[src/rtl/ht_pkg.sv]
// ht_pkg: opcode and result constants, FSM states and tuple field offsets shared by the
// hash-table pipeline stages.
package ht_pkg;

    typedef enum logic [1:0] {S_IDLE, S_WAIT_B1, S_WAIT_B2, S_OUTPUT} state_t;

    localparam int OP_WIDTH = 4;
    localparam logic [OP_WIDTH-1:0] OP_SKIP_A = 4'd0;
    localparam logic [OP_WIDTH-1:0] OP_SKIP_B = 4'd7;

    localparam logic [1:0] RES_FULL = 2'd0;
    localparam logic [1:0] RES_HIT1 = 2'd1;
    localparam logic [1:0] RES_HIT2 = 2'd2;
    localparam logic [1:0] RES_FREE = 2'd3;

    function automatic int op_lsb(input int key_width, input int meta_width);
        return key_width + meta_width - 8;
    endfunction

    function automatic int user_lsb(input int key_width, input int meta_width);
        return key_width + meta_width;
    endfunction

    function automatic int hash_lsb(input int key_width, input int meta_width, input int user_bits);
        return key_width + meta_width + user_bits;
    endfunction

    // Skipped tuples never had a bucket read issued by the read stage.
    function automatic logic is_skip(input logic [OP_WIDTH-1:0] op);
        return op == OP_SKIP_A || op == OP_SKIP_B;
    endfunction

endpackage

[src/rtl/ht_bucket_eval.sv]
// ht_bucket_eval: classifies one bucket word against the tuple key (hit, free slot, stored pointer).
module ht_bucket_eval #(
    parameter int KEY_WIDTH     = 128,
    parameter int MEMDATA_WIDTH = 512,
    parameter int VALPTR_WIDTH  = 32
) (
    input  logic [MEMDATA_WIDTH-1:0] word,
    input  logic [KEY_WIDTH-1:0]     key,
    output logic                     hit,
    output logic                     free,
    output logic [VALPTR_WIDTH-1:0]  valptr
);

    logic unused_bits;

    assign hit         = word[MEMDATA_WIDTH-1] && word[KEY_WIDTH-1:0] == key;
    assign free        = !word[MEMDATA_WIDTH-1];
    assign valptr      = word[KEY_WIDTH +: VALPTR_WIDTH];
    assign unused_bits = ^word[MEMDATA_WIDTH-2:KEY_WIDTH+VALPTR_WIDTH];

endmodule

[src/rtl/ht_bucket_compare.sv]
// ht_bucket_compare: compares both bucket words against the tuple key and emits {code, valptr, addr, tuple}.
// Define HT_CMP_STATS_EN to add the stat_hits / stat_misses counters.
module ht_bucket_compare
    import ht_pkg::*;
#(
    parameter int KEY_WIDTH      = 128,
    parameter int META_WIDTH     = 96,
    parameter int HASHADDR_WIDTH = 64,
    parameter int USER_BITS      = 3,
    parameter int MEMADDR_WIDTH  = 21,
    parameter int MEMDATA_WIDTH  = 512,
    parameter int VALPTR_WIDTH   = 32,
    localparam int TW = KEY_WIDTH + META_WIDTH + USER_BITS + HASHADDR_WIDTH,
    localparam int OW = TW + MEMADDR_WIDTH + VALPTR_WIDTH + 2
) (
    input  logic                     clk,
    input  logic                     rst,
    input  logic [TW-1:0]            input_data,
    input  logic                     input_valid,
    output logic                     input_ready,
    input  logic [MEMDATA_WIDTH-1:0] rddata_data,
    input  logic                     rddata_valid,
    output logic                     rddata_ready,
    output logic [OW-1:0]            output_data,
    output logic                     output_valid,
    input  logic                     output_ready
`ifdef HT_CMP_STATS_EN
    ,
    output logic [31:0]              stat_hits,
    output logic [31:0]              stat_misses
`endif
);

    localparam int AW       = MEMADDR_WIDTH - USER_BITS;
    localparam int HH       = HASHADDR_WIDTH / 2;
    localparam int OP_LSB   = op_lsb(KEY_WIDTH, META_WIDTH);
    localparam int USER_LSB = user_lsb(KEY_WIDTH, META_WIDTH);
    localparam int HASH_LSB = hash_lsb(KEY_WIDTH, META_WIDTH, USER_BITS);

    state_t                     state, next_state;
    logic [TW-1:0]              tuple;
    logic [HASHADDR_WIDTH-1:0]  hash;
    logic [USER_BITS-1:0]       user;
    logic [MEMADDR_WIDTH-1:0]   addr1, addr2, addr;
    logic                       hit, free, hit1, free1;
    logic [VALPTR_WIDTH-1:0]    valptr, valptr1, vp;
    logic [1:0]                 code;
    logic                       accept, skip, b1_take, b2_take, unused_hash;

    ht_bucket_eval #(
        .KEY_WIDTH    (KEY_WIDTH),
        .MEMDATA_WIDTH(MEMDATA_WIDTH),
        .VALPTR_WIDTH (VALPTR_WIDTH)
    ) u_eval (
        .word  (rddata_data),
        .key   (tuple[KEY_WIDTH-1:0]),
        .hit   (hit),
        .free  (free),
        .valptr(valptr)
    );

    assign hash        = tuple[HASH_LSB +: HASHADDR_WIDTH];
    assign user        = tuple[USER_LSB +: USER_BITS];
    assign addr1       = {user, hash[AW-1:0]};
    assign addr2       = {user, hash[HH +: AW]};
    assign unused_hash = ^{hash[HH-1:AW], hash[HASHADDR_WIDTH-1:HH+AW]};
    assign accept      = state == S_IDLE && input_ready && input_valid;
    assign skip        = is_skip(input_data[OP_LSB +: OP_WIDTH]);
    assign b1_take     = state == S_WAIT_B1 && rddata_valid;
    assign b2_take     = state == S_WAIT_B2 && rddata_valid;

    always_ff @(posedge clk) begin
        if (rst) state <= S_IDLE;
        else     state <= next_state;
    end

    always_comb begin
        next_state = state;
        unique case (state)
            S_IDLE:    next_state = accept ? (skip ? S_OUTPUT : S_WAIT_B1) : S_IDLE;
            S_WAIT_B1: next_state = rddata_valid ? S_WAIT_B2 : S_WAIT_B1;
            S_WAIT_B2: next_state = rddata_valid ? S_OUTPUT : S_WAIT_B2;
            S_OUTPUT:  next_state = output_ready ? S_IDLE : S_OUTPUT;
        endcase
    end

    always_comb begin
        rddata_ready = state == S_WAIT_B1 || state == S_WAIT_B2;
    end

    // Bucket 2 is evaluated on the arriving word and merged with the stored bucket 1 result.
    always_comb begin
        code = hit1 ? RES_HIT1 : hit ? RES_HIT2 : (free1 || free) ? RES_FREE : RES_FULL;
        addr = (!hit1 && (hit || (!free1 && free))) ? addr2 : addr1;
        vp   = hit1 ? valptr1 : hit ? valptr : '0;
    end

    always_ff @(posedge clk) begin
        if (rst) begin
            input_ready  <= 1'b0;
            output_valid <= 1'b0;
            output_data  <= '0;
            tuple        <= '0;
            hit1         <= 1'b0;
            free1        <= 1'b0;
            valptr1      <= '0;
        end else begin
            input_ready  <= input_valid && !input_ready && next_state == S_IDLE;
            output_valid <= next_state == S_OUTPUT;
            if (accept) tuple <= input_data;
            if (accept && skip) output_data <= {RES_FULL, {VALPTR_WIDTH{1'b0}}, {MEMADDR_WIDTH{1'b0}}, input_data};
            if (b1_take) {hit1, free1, valptr1} <= {hit, free, valptr};
            if (b2_take) output_data <= {code, vp, addr, tuple};
        end
    end

`ifdef HT_CMP_STATS_EN
    logic [1:0] out_code;
    assign out_code = output_data[OW-1 -: 2];

    always_ff @(posedge clk) begin
        if (rst) begin
            stat_hits   <= '0;
            stat_misses <= '0;
        end else if (output_valid && output_ready) begin
            if (out_code == RES_HIT1 || out_code == RES_HIT2) stat_hits <= stat_hits + 32'd1;
            else if (!is_skip(output_data[OP_LSB +: OP_WIDTH])) stat_misses <= stat_misses + 32'd1;
        end
    end
`endif

endmodule

[config.mk]
export PLATFORM = sky130hd
export DESIGN_NAME = ht_bucket_compare
export DESIGN_NICKNAME = d
export VERILOG_FILES = /design/src/rtl/ht_pkg.sv /design/src/rtl/ht_bucket_eval.sv /design/src/rtl/ht_bucket_compare.sv
export SDC_FILE = /design/constraint.sdc
export NUM_CORES = 2
export LEC_CHECK = 0
export CORE_AREA = 2 2 445 447
export CTS_BUF_LIST = sky130_fd_sc_hd__clkbuf_4 sky130_fd_sc_hd__clkbuf_8 sky130_fd_sc_hd__clkbuf_16
export CTS_CLUSTER_SIZE = 12
export DETAILED_ROUTE_END_ITERATION = 10
export DIE_AREA = 0 0 447 449
export PLACE_DENSITY = 0.31
export SLEW_MARGIN = 10
export SYNTH_ARGS = -nofsm -noshare
export SYNTH_HDL_FRONTEND = slang
export SYNTH_HIERARCHICAL = 1
export SYNTH_SLANG_ARGS = --single-unit
[constraint.sdc]
create_clock -name clk -period 5.1 [get_ports clk]
set_input_delay 0.765 -clock clk [delete_from_list [all_inputs] [get_ports clk]]
set_output_delay 0.765 -clock clk [all_outputs]
set_load 0.05 [all_outputs]
# Yosys cells after proc, flatten, opt, wreduce, memory -nomap -nowiden
# Cells that the tools add are included.
[word_totals]
register_bits = 675
output_inout_bits = 349
[classes]
n_eq_ne = 6
n_mux = 14
reduce_logical = 22
[ops]
columns = ["cell", "n"]
rows = [
  ["$mux 346", 2],
  ["$eq 128x128->1", 1],
  ["$mux 32", 2],
  ["$mux 18", 1],
  ["$mux 2", 7],
  ["$logic_and 1x1->1", 10],
  ["$pmux 2 s4", 1],
  ["$eq 2x2->1 const B", 3],
  ["$eq 4x3->1 const B", 1],
  ["$logic_not 1->1", 4],
  ["$logic_not 2->1", 2],
  ["$logic_not 4->1", 1],
  ["$logic_or 1x1->1", 4],
  ["$eq 2x1->1 const B", 1],
  ["$reduce_bool 2->1", 1],
  ["$mux 1", 1],
]

# Logic depth before layout (Yosys ltp)
[logic_depth]
depth_word = 7
ltp_mapped = 10
mapped_depth_nobuf = 9

# Hierarchy
# Netlist, hierarchy kept.
[modules_own_cells]
columns = ["module", "instances", "cells_per_inst", "area_each_um2", "seq_area_each_um2"]
rows = [
  ["ht_bucket_compare", 1, 3322, 26198.9, 13513.0],
  ["ht_bucket_eval", 1, 259, 1880.6, 0.0],
]

# Least setup slack after synthesis
# OpenSTA, ideal clock, no wires.
[synth_path]
kind = "input -> register"
from = "input rddata_data[35]"
to = "register output_data[307]"
arrival_ns = 3.043
required_ns = 5.026
setup_slack_ns = 1.982
cell_stages = 10
cell_sequence = "nor2b_1 -> a2111o_1 -> nor4_1 -> nand4_1 -> nor4_2 -> o21ba_2 -> clkbuf_1 -> clkbuf_1 -> nand3_1 -> a31oi_1"
[synth_between]
elab_chain_len = 6
[synth_lines]
columns = ["item", "line", "rtl"]
rows = [
  ["start: declaration", "ht_bucket_compare.sv:21", "input logic [MEMDATA_WIDTH-1:0] rddata_data,"],
  ["$eq 128x128->1", "ht_bucket_eval.sv:16", "assign hit = word[MEMDATA_WIDTH-1] && word[KEY_WIDTH-1:0] == key;"],
  ["$logic_and 1x1->1", "ht_bucket_eval.sv:16", ""],
  ["net hit", "ht_bucket_compare.sv:45", "logic hit, free, hit1, free1;"],
  ["$logic_or 1x1->1", "ht_bucket_compare.sv:94", "addr = (!hit1 && (hit || (!free1 && free))) ? addr2 : addr1;"],
  ["$logic_and 1x1->1", "ht_bucket_compare.sv:94", ""],
  ["$mux 18", "ht_bucket_compare.sv:94", ""],
  ["$mux 346", "ht_bucket_compare.sv:113", "if (b2_take) output_data <= {code, vp, addr, tuple};"],
  ["end signal: assignment", "ht_bucket_compare.sv:111", "if (accept && skip) output_data <= {RES_FULL, {VALPTR_WIDTH{1'b0}}, {MEMADDR_WIDTH{1'b0}}, input_data};"],
  ["end signal: assignment", "ht_bucket_compare.sv:113", ""],
  ["end: declaration", "ht_bucket_compare.sv:24", "output logic [OW-1:0] output_data,"],
]
# The timed path passes the listed nets, and every way through them passes these cells.
# A chain may end at the register's enable or synchronous reset.

# Worst setup path in the final report
[layout_path]
from = "input rddata_data[120]"
to = "register output_data[306]"
# The elaborated chain is that of the path after synthesis.

==> results.py <==
metrics = {
    "clocking": {
        "htree_levels": 3,
        "cts_made_buffers": 94,
        "path_clk_slew_ns": 0.06,
        "tritoncts": "built",
        "cts_resized": 0,
        "clockBufferDepth": 3,
        "post-cts-setup-buffer-count": 0,
        "numClockSinks": 675,
        "root_buffer": "clkbuf_16",
        "hold_buffers": 0,
        "worstSkewPairLatency_ns": 0.74,
    },
    "status": {
        "outcome": "finished clean",
    },
    "floorplan": {
        "die_y_um": 449,
        "coreArea_sq_um": 196000,
        "rows": 163,
        "dieWidth_um": 447,
        "die_area_sq_um": 201000,
        "start_util": 0.143,
        "ios": 1157,
    },
    "logic_synthesis": {
        "yosysMostFrequentCell": "dfxtp_1",
        "synth_area_sq_um": 28100,
        "synth_area_leaders": "dfxtp_1, nor3_1, nand2_1, nor4_1, a21oi_1",
        "ys_seq_area_frac": 0.481,
        "avgSynthCellArea_sq_um": 7.84,
        "yosys_most_used_dff": "dfxtp_1",
        "yosysWarnings": 6,
        "synth_edf_count": 0,
        "ys_seq_elements": 675,
        "syn_inst": 3581,
        "synth_top_area_frac": 0.481,
        "yosys.cell_types.count": 47,
        "synth_top_area_cell": "dfxtp_1",
        "synth_nets": 4393,
        "async_flop_share": 0,
        "synth_common_cells": "dfxtp_1, nand2_1, nor3_1, a21oi_1, nor2_1",
    },
    "layout": {
        "utilization": 0.212,
        "finalInstanceArea_sq_um": 41500,
        "area_delta_synth_final_pct": 47.9,
        "drive_gt1_frac": 0.0554,
        "finalNetCount": 4983,
    },
    "critical_path": {
        "start_kind": "input pin",
        "reg2reg_depth": 9,
        "critPathBufInv": 2,
        "path_class": "input pin to flip-flop",
        "crit_start": "rddata_data[120]",
        "r2r_end": "output_data[306]$_SDFFE_PP0P_",
        "worstSetupEndpointType": "flip-flop",
        "slowest_delay_ns": 0.57,
        "reg2reg_slack_ns": 1.60,
        "required_ns": 5.67,
        "worstPathArrival_ns": 4.18,
        "crit_family": "simple AND/OR/NAND/NOR gates",
        "crit_top_cell": "nand4_1",
        "slowest_stage": "xnor2_1",
        "path_max_fanout": 18,
        "cp_cell_sequence": "clkdlybuf4s50_1 > xnor2_1 > nand4_1 > nor4_1 > nand4_1 > nor4_4 > buf_4 > o21bai_2 > nand3_1 > a31oi_1",
        "r2r_start": "tuple[59]$_SDFFE_PP0P_",
    },
    "drt": {
        "first_pass_iters": 5,
        "routed_wirelength_um": 166000,
        "first_iter_violations": 1519,
        "vias_per_cell": 4.11,
        "vias": 28400,
        "wire_per_inst_um": 24.1,
        "drcViolationCount": 0,
        "drtAntennaViolNets": 0,
    },
    "sta": {
        "fmax_mhz": 277,
        "final.setup.worst_slack_ns": 1.49,
        "fin_crit_ns": 3.61,
        "final_max_slew_viol_count": 0,
        "hold_viol": 0,
        "slew-limit-headroom": 0.129,
        "fin_tns_setup_ns": 0,
        "post-route-period-util": 0.708,
        "rsz0062_at_grt": "no",
        "skew_ns": 0.0368,
        "tightest_slew_ns": 1.31,
        "setup_viol": 0,
    },
    "global_routing": {
        "grt_max_degree": 192,
        "grt_pass1_vias": 27600,
        "grt_pass1_wl_um": 227000,
        "overflow": 0,
        "grt_usage": 0.159,
        "grt_antenna_before_repair": 81,
    },
    "hold_path": {
        "hold_path_end": "tuple[205]$_SDFFE_PP0P_",
        "hold_start": "tuple[205]$_SDFFE_PP0P_",
        "whs_path_depth": 2,
        "hold_class": "flip-flop to flip-flop",
    },
    "placement": {
        "dpl_cell_area_sq_um": 38300,
        "hpwl_um": 116000,
        "port_buffers": 805,
        "place_ws_ns": 0.683,
        "place.gp.congestion": 0.789,
    },
    "pwr": {
        "peakVddDrop_uv": 258,
        "leakage_uw": 0.0136,
        "p_per_area_nw_per_um2": 326,
    },
    "flow_run": {
        "drv_cap": 0,
    },
}
==> sequential cells by signal, summed over array words and instances, names as in the netlist <==
| name | flops |
|---|---|
| state | 2 |
| input_ready | 1 |
| valptr1 | 32 |
| tuple | 291 |
| output_data | 346 |
| output_valid | 1 |
| hit1 | 1 |
| free1 | 1 |
==> kinds of logic after synthesis <==
group | share of synthesized area
adder cells (fa/ha/maj) | 0.00178
XOR/XNOR | 0.0262
buffers and inverters | 0.0700
AO/OA/AOI/OAI | 0.0954
flip-flops | 0.481
AND/OR/NAND/NOR | 0.325
==> tightest hold or removal path: stages, from the launching register on <==
cell and delay (ns):
dfxtp_1 0.31, nand2_1 0.05, a21oi_1 0.05
==> stage by stage <==
| step | std cells | hold WS (ns) | power (uW) |
|---|---|---|---|
| floorplan | 3581 | 0.432 | 6080 |
| global placement | 6715 | 0.443 | 6820 |
| detailed placement | 6715 | 0.446 | 6820 |
| CTS | 6880 | 0.413 | 13900 |
| global route | 6894 | 0.448 | 14100 |
| finish | 6896 | 0.454 | 13500 |
==> layer usage <==
| metal | routed length [um] | GRT usage | up-vias |
|---|---|---|---|
| met1 | 62300 | 0.168 | 13700 |
| met3 | 12500 | 0.0549 | 281 |
| li1 | - | - | 13600 |
| met2 | 85700 | 0.288 | 722 |
| met5 | 334 | 0 | - |
| met4 | 5130 | 0.0553 | 58 |
==> placed cells by master, fill, tap and decap left out, types with 4 or more instances in the layout <==
cell type / count
clkdlybuf4s50_1: 804
dfxtp_1: 675
nand2_1: 657
nor3_1: 579
a21oi_1: 326
nor2_1: 300
nor4_1: 295
clkbuf_16: 96
xnor2_1: 82
nand3_1: 57
inv_1: 37
a22oi_1: 35
o2bb2ai_1: 33
clkbuf_4: 32
buf_4: 27
nand4_1: 23
buf_12: 22
clkbuf_8: 21
a31oi_1: 20
nand2b_1: 20
nor2b_1: 18
diode_2: 16
o22ai_1: 9
clkinv_2: 7
o2111ai_1: 6
a22o_1: 5
ha_1: 4
a2111o_1: 4
==> how the worst max path moves through the flow <==
| stage | endpoint | depth (start not counted) |
|---|---|---|
| floorplan | output_data[307]$_SDFFE_PP0P_ | 10 |
| global placement | output_data[306]$_SDFFE_PP0P_ | 10 |
| detailed placement | output_data[306]$_SDFFE_PP0P_ | 10 |
| CTS | output_data[306]$_SDFFE_PP0P_ | 9 |
| global route | output_data[306]$_SDFFE_PP0P_ | 10 |
| finish | output_data[306]$_SDFFE_PP0P_ | 10 |
==> where the power goes <==
part	internal [uW]	total, uW	switching, uW
Sequential	5390	5480	96.6
Clock	4080	6860	2770
Combinational	537	1200	659
==> layout make-up <==
cell class,instances,area (sq um)
inverters,37,139
clock inverters,16,221
repair buffers,854,8710
multi-input cells,2509,12700
flip-flops and latches,675,13500
well taps,2640,3300
clock buffers,149,2930
diodes,16,40.0
fillers,22000,155000
(Power assumes the default switching activity.)
